## src/rtl/div_issue.sv

```systemverilog
// div_issue: issue/retire front end for a fixed-latency unsigned divider.
// Requests are accepted under a credit limit, operands are registered and sent
// to the divider, and a metadata shift line of LAT+1 stages travels alongside
// each operation. On div_ack the result is corrected (sign, divide-by-zero,
// overflow) and pushed into a first-word-fallthrough result FIFO.
// Optional feature macro: DIV_SIGNED_EN enables signed DIV/REM handling; when
// undefined, in_op[0] is ignored and every op is treated as unsigned.
module div_issue #(
  parameter int XLEN  = 32,
  parameter int LAT   = 4,
  parameter int DEPTH = 4,
  parameter int TAGW  = 5
) (
  input  logic            clk,
  input  logic            rst,
  input  logic            in_vld,
  output logic            in_rdy,
  input  logic [1:0]      in_op,
  input  logic [XLEN-1:0] in_a,
  input  logic [XLEN-1:0] in_b,
  input  logic [TAGW-1:0] in_tag,
  output logic [XLEN-1:0] div_a,
  output logic [XLEN-1:0] div_b,
  output logic            div_vld,
  input  logic [XLEN-1:0] div_quo,
  input  logic [XLEN-1:0] div_rem,
  input  logic            div_ack,
  output logic            out_vld,
  input  logic            out_rdy,
  output logic [XLEN-1:0] out_data,
  output logic [TAGW-1:0] out_tag,
  output logic            err
);

  localparam int PW  = $clog2(DEPTH);
  localparam int CW  = PW + 1;
  localparam int STG = LAT + 1;
  localparam int BW  = $clog2(LAT + 2);

  localparam logic [XLEN-1:0] ONES    = '1;
  localparam logic [XLEN-1:0] INT_MIN = {1'b1, {(XLEN-1){1'b0}}};
  localparam logic [CW:0]     LIMIT   = (CW+1)'(DEPTH);

`ifdef DIV_SIGNED_EN
  function automatic logic [XLEN-1:0] abs_val(input logic signed [XLEN-1:0] v);
    logic signed [XLEN-1:0] n;
    n = -v;
    return v[XLEN-1] ? $unsigned(n) : $unsigned(v);
  endfunction

  function automatic logic [XLEN-1:0] neg_if(input logic [XLEN-1:0] v, input logic n);
    logic signed [XLEN-1:0] s;
    s = -$signed(v);
    return n ? $unsigned(s) : v;
  endfunction
`endif

  // request decode
  logic            acc;
  logic            rem_sel;
  logic            b_zero;
  logic            ovf;
  logic            special;
  logic [XLEN-1:0] opa;
  logic [XLEN-1:0] opb;
  logic [XLEN-1:0] ovr;
`ifdef DIV_SIGNED_EN
  logic            sgn_op;
  logic            nq;
  logic            nr;
`else
  logic            unused_op0;
`endif

  // credit and control state
  logic [CW-1:0]   inflight_cnt;
  logic [CW-1:0]   fifo_cnt;
  logic [CW:0]     credit_sum;
  logic [BW-1:0]   blank_cnt;
  logic            ack_live;
  logic            no_owner;
  logic            ack_bad;
  logic            take;
  logic            push;
  logic            pop;
  logic            push_ok;
  logic [XLEN-1:0] res;

  // metadata shift line
  logic            line_vld  [STG];
  logic [TAGW-1:0] line_tag  [STG];
  logic            line_rem  [STG];
  logic            line_spec [STG];
  logic [XLEN-1:0] line_ovr  [STG];
`ifdef DIV_SIGNED_EN
  logic            line_sgn  [STG];
  logic            line_nq   [STG];
  logic            line_nr   [STG];
`endif

  // result FIFO
  logic [PW:0]     wptr;
  logic [PW:0]     rptr;
  logic            empty;
  logic            full;
  logic [XLEN-1:0] mem_data [DEPTH];
  logic [TAGW-1:0] mem_tag  [DEPTH];

  assign credit_sum = {1'b0, inflight_cnt} + {1'b0, fifo_cnt} + {{CW{1'b0}}, div_vld};
  assign in_rdy     = rst & (blank_cnt == '0) & (credit_sum < LIMIT);
  assign acc        = in_vld & in_rdy;
  assign rem_sel    = in_op[1];
  assign b_zero     = (in_b == '0);

  // operand conditioning and special-case detection at acceptance
  always_comb begin
`ifdef DIV_SIGNED_EN
    sgn_op = ~in_op[0];
    ovf    = sgn_op & (in_a == INT_MIN) & (in_b == ONES);
    nq     = sgn_op & (in_a[XLEN-1] ^ in_b[XLEN-1]);
    nr     = sgn_op & in_a[XLEN-1];
    opa    = sgn_op ? abs_val(in_a) : in_a;
    opb    = sgn_op ? abs_val(in_b) : in_b;
`else
    unused_op0 = in_op[0];
    ovf        = 1'b0;
    opa        = in_a;
    opb        = in_b;
`endif
    special = b_zero | ovf;
    if (b_zero) ovr = rem_sel ? in_a : ONES;
    else        ovr = rem_sel ? '0 : INT_MIN;
  end

  // ---- stage p0: issue registers feeding the divider ----
  // registered operands and a one-cycle div_vld pulse per accepted request
  always_ff @(posedge clk) begin
    if (!rst) begin
      div_vld <= 1'b0;
      div_a   <= '0;
      div_b   <= '0;
    end else begin
      div_vld <= acc;
      if (acc) begin
        div_a <= opa;
        div_b <= opb;
      end
    end
  end

  // ---- metadata line: stage 0 loads on acceptance, stage LAT meets div_ack ----
  // valid bits of the metadata line, cleared by reset
  always_ff @(posedge clk) begin
    if (!rst) begin
      for (int k = 0; k < STG; k++) line_vld[k] <= 1'b0;
    end else begin
      line_vld[0] <= acc;
      for (int k = 1; k < STG; k++) line_vld[k] <= line_vld[k-1];
    end
  end

  // metadata payload shifts unconditionally; qualified by line_vld
  always_ff @(posedge clk) begin
    line_tag[0]  <= in_tag;
    line_rem[0]  <= rem_sel;
    line_spec[0] <= special;
    line_ovr[0]  <= ovr;
`ifdef DIV_SIGNED_EN
    line_sgn[0]  <= sgn_op;
    line_nq[0]   <= nq;
    line_nr[0]   <= nr;
`endif
    for (int k = 1; k < STG; k++) begin
      line_tag[k]  <= line_tag[k-1];
      line_rem[k]  <= line_rem[k-1];
      line_spec[k] <= line_spec[k-1];
      line_ovr[k]  <= line_ovr[k-1];
`ifdef DIV_SIGNED_EN
      line_sgn[k]  <= line_sgn[k-1];
      line_nq[k]   <= line_nq[k-1];
      line_nr[k]   <= line_nr[k-1];
`endif
    end
  end

  // ---- retire: divider result meets metadata output stage ----
  // an ack is owned if a div_vld is outstanding (the same-cycle one counts for LAT=0)
  assign ack_live = div_ack & (blank_cnt == '0);
  assign no_owner = (inflight_cnt == '0) & ~div_vld;
  assign ack_bad  = ack_live & (no_owner | ~line_vld[LAT]);
  assign take     = ack_live & ~no_owner;
  assign push     = ack_live & ~ack_bad;

  // result selection, sign correction and special override
  always_comb begin
    res = line_rem[LAT] ? div_rem : div_quo;
`ifdef DIV_SIGNED_EN
    if (line_sgn[LAT]) res = neg_if(res, line_rem[LAT] ? line_nr[LAT] : line_nq[LAT]);
`endif
    if (line_spec[LAT]) res = line_ovr[LAT];
  end

  // ---- result FIFO (first-word-fallthrough) ----
  assign empty    = (wptr == rptr);
  assign full     = (wptr[PW] != rptr[PW]) & (wptr[PW-1:0] == rptr[PW-1:0]);
  assign fifo_cnt = wptr - rptr;
  assign out_vld  = ~empty;
  assign pop      = out_vld & out_rdy;
  assign push_ok  = push & (~full | pop);
  assign out_data = empty ? '0 : mem_data[rptr[PW-1:0]];
  assign out_tag  = empty ? '0 : mem_tag[rptr[PW-1:0]];

  // control state: blanking, in-flight count, sticky error, FIFO pointers
  always_ff @(posedge clk) begin
    if (!rst) begin
      blank_cnt    <= BW'(LAT + 1);
      inflight_cnt <= '0;
      err          <= 1'b0;
      wptr         <= '0;
      rptr         <= '0;
    end else begin
      if (blank_cnt != '0) blank_cnt <= blank_cnt - BW'(1);
      inflight_cnt <= inflight_cnt + CW'(div_vld) - CW'(take);
      err          <= err | ack_bad;
      if (push_ok) wptr <= wptr + CW'(1);
      if (pop)     rptr <= rptr + CW'(1);
    end
  end

  // FIFO storage write
  always_ff @(posedge clk) begin
    if (push_ok) begin
      mem_data[wptr[PW-1:0]] <= res;
      mem_tag[wptr[PW-1:0]]  <= line_tag[LAT];
    end
  end

endmodule

```

## config.mk

```make
export PLATFORM = sky130hd
export DESIGN_NAME = div_issue
export DESIGN_NICKNAME = d
export VERILOG_FILES = /design/src/rtl/div_issue.sv
export SDC_FILE = /design/constraint.sdc
export NUM_CORES = 1
export LEC_CHECK = 0
export ABC_AREA = 1
export BUFFER_PORTS_ARGS = -buffer_cell sky130_fd_sc_hd__buf_2
export CORE_UTILIZATION = 59
export DETAILED_ROUTE_END_ITERATION = 16
export GPL_ROUTABILITY_DRIVEN = 0
export PLACE_DENSITY = 0.83
export SETUP_SLACK_MARGIN = 0.3
export SYNTH_ARGS = -nofsm -noshare
export SYNTH_HDL_FRONTEND = slang
export SYNTH_SLANG_ARGS = --single-unit
```

## constraint.sdc

```tcl
create_clock -name clk -period 7.2 [get_ports clk]
set_input_delay 0.72 -clock clk [delete_from_list [all_inputs] [get_ports clk]]
set_output_delay 0.72 -clock clk [all_outputs]
set_load 0.01 [all_outputs]
```

==> results.md <==
- Top cells by area, synth: dfxtp_1 (39%), edfxtp_1 (31%), nor2_1 (9.2%)
- Post-route cell area: 17,100 sq um
- Max Cap Viol: 0
- Met1 usage: 0.291
- Final Power: 5.06 mW
- RSZ-0062 raised after global routing: false
- Seq/Total Area, Yosys: 0.701
- Nets: 1,782
- Post-synthesis register bit count: 427
- Critical path arrival: 2.77 ns
- I/O pins: 245
- Hold_buf cts: 0
- N_diodes: 0
- Total track usage: 0.246
- Clock sink total: 427
- Initial antenna violation count: 0
- 1st-iter DRT viols: 553
- Port buffer count: 243
- Post-CTS Resized: 0
- Crit-path cells: inv_1 -> ha_1 -> nand2_1 -> nor2_4 -> a21oi_1 -> buf_2
- Yosys warning count: 0
- Worst endpoint required time: 6.48 ns
- Slew @ Worst Pin: 1.09 ns
- Fill cells: approximately 1,600
- DRC violations left: 0
- CP max FO: 39
- Max stage delay cell, worst path: nor2_4
- Final Hold Violating Endpoints: 0
- Finished Layout Cells: 1,975
- Top FF cell, synth: dfxtp_1
- Max stage delay on crit path: 0.85 ns
- Met3 Track Usage GR: 0.0542
- Dominant cell type by area after synthesis: dfxtp_1
- Most frequent cells in the layout: nor2_1 (345), dfxtp_1 (278), buf_2 (243)
- Setup-failing EPs final: 0
- H-tree Lvls: 2
- P_sw: ~1.1 mW
- Core Region: 23,600 sq um
- Via/cell ratio: 4.98
- Setup repair bufs after CTS: 0
- Initial Utilization: 0.606
- Outcome: complete, no violations
- Worst slack at placement: 3.68 ns
- Slew Viols, Final: 0
- Clk slew on worst S/H paths: 0.06 ns
- Area of the multi-input gates: 3600 sq um
- Tmin final: 3.49 ns
- Die area: around 25,000 sq um
- Post-synth cell types: 24
- Share of cells above drive strength 1: 0.201
- Most common cell after layout, fill and taps aside: nor2_1
- Setup TNS: 0 ns
- Post-Syn Nets: 1,556
- Switch share: 0.217
- Period utilization: 0.485
- Fmax: 287 MHz
- Antenna Nets Post-Route: 0
- Most used routing layer in global routing: met2
- Sequential Power Share: 0.500
- Grt total ovfl: 0
- Sequential cell area: 10,000 sq um
- Largest net degree at the start of global routing: 78
- DR WL/cell: 15.4 um
- Crit start category: register
- Cell internal pwr: 3.96 mW
- Die Y: 158 um
- Final worst slack: 3.71 ns
- Area after DPL: roughly 16,000 sq um
- Crit Path Class: register to output port
- Final WL: 30,400 um
- Final HPWL DP: approximately 19,000 um
- PD cells: 295 nW/um^2
- Cells after synthesis: between 1,000 and 1,500
- Slew HR: 0.269
- Hold Path Class: input pin to register
- Number of global-route vias before repair: 9,636
- CTS buffer count: 40
- Cell Rows: 56
- Cell Area, Synth: 14,300 sq um
- 1st-pass router iterations: 5
- CP endpoint kind: output port
- CTS tree: yes
- Clock group share of total power: 0.437
- Layout area overhead: 19.8%
- Clock buffer depth: 3
- Number of synthesized flops with an enable pin: 148
- Avg Cell Area, Syn: 10.2 sq um
- Vias: 9,838
- First-pass GRT wire length: 47,100 um
- Layout Skew: around 0.021 ns
- Cells after DPL: 1,903
- Die X-Extent: 158 um
- Peak supply drop: 0.171 mV
- Async SR Flop Fraction: 0
- Worst skew pair latency: 0.52 ns
- Logic pwr share: 0.062
- Leakage power: 7.72 nW
- M2 GR Usage: 0.442
- Root buf cell: clkbuf_16
- Synth top area share: 0.390
[per-stage QoR]
stage | utilization | hold slack (ns)
floorplan | - | 0.310
global placement | 0.666 | 0.310
detailed placement | 0.666 | 0.312
CTS | 0.726 | 0.281
global route | 0.726 | 0.290
finish | 0.726 | 0.296
[layout make-up]
| type | count | area share |
|---|---|---|
| flip-flops and latches | 427 | 0.585 |
| multi-input cells | 800 | 0.210 |
| repair buffers | 254 | 0.0758 |
| clock buffers | 52 | 0.0659 |
| well taps | 319 | 0.0233 |
| inverters | 103 | 0.0226 |
| clock inverters | 20 | 0.0171 |
[flip-flops by register name (all words and copies together) (netlist names), 5 cells and up, named ones only]
name and cells:
div_a 32, mem_data 128, div_b 32, line_spec 5, line_tag 25, line_vld 5
line_ovr 160, line_rem 5, mem_tag 20
[cells by family after synthesis]
group,Yosys count,share of synthesized area
adders and majority gates,16,0.0150
and+or+nand+nor,562,0.149
AOI/OAI and AO/OA,218,0.0819
DFF,427,0.701
buffers and inverters,173,0.0505
xor gates and xnor gates,4,0.00245
[power groups by stage]
stage	Combinational, mW	Sequential (mW)	Clock (mW)
floorplan	0.177	2.59	0
CTS	0.314	2.53	2.24
detailed placement	0.309	2.58	0
global placement	0.301	2.58	0
finish	0.315	2.53	2.21
global route	0.351	2.53	2.34
[per-layer routing]
metal,routed length [um],part of all wire
met5,0,0
met4,751,0.025
met3,2030,0.067
met2,15100,0.50
met1,12500,0.41
[cells in the mapped netlist (2+ instances only)]
cell type  count
a21oi_1      109
buf_1          6
buf_2         25
buf_6          5
clkbuf_1      33
dfxtp_1      279
edfxtp_1     148
fa_1           2
ha_1          14
inv_1        100
inv_2          3
nand2_1      202
nand3_1        4
nor2_1       351
nor2_2         2
o21a_1        31
o21ai_0       77
xor2_1         3
[critical path, delay by kind of cell (launching register included)]
| kind | cells | cell delay, ns |
|---|---|---|
| buffers and inverters | 2 | 0.34 |
| AND/OR/NAND/NOR | 2 | 0.95 |
| AO/OA/AOI/OAI | 1 | 0.21 |
| adder cells (fa/ha/maj) | 1 | 0.31 |
| flip-flops | 1 | 0.43 |
[worst paths after layout]
kind | start | endpoint | slack (ns) | depth (start not counted)
worst min register to register | line_ovr[0][114]$_DFF_P_ | line_ovr[0][146]$_DFF_P_ | 0.31 | 0
worst max register to register | wptr[0]$_SDFFE_PN0P_ | div_a[25]$_SDFFE_PN0P_ | 3.81 | 14
worst max-delay path | wptr[0]$_SDFFE_PN0P_ | out_data[21] | 3.71 | 6
worst min-delay path | in_tag[2] | line_tag[0][2]$_DFF_P_ | 0.30 | 1
Power figures use the tool's default switching activity.
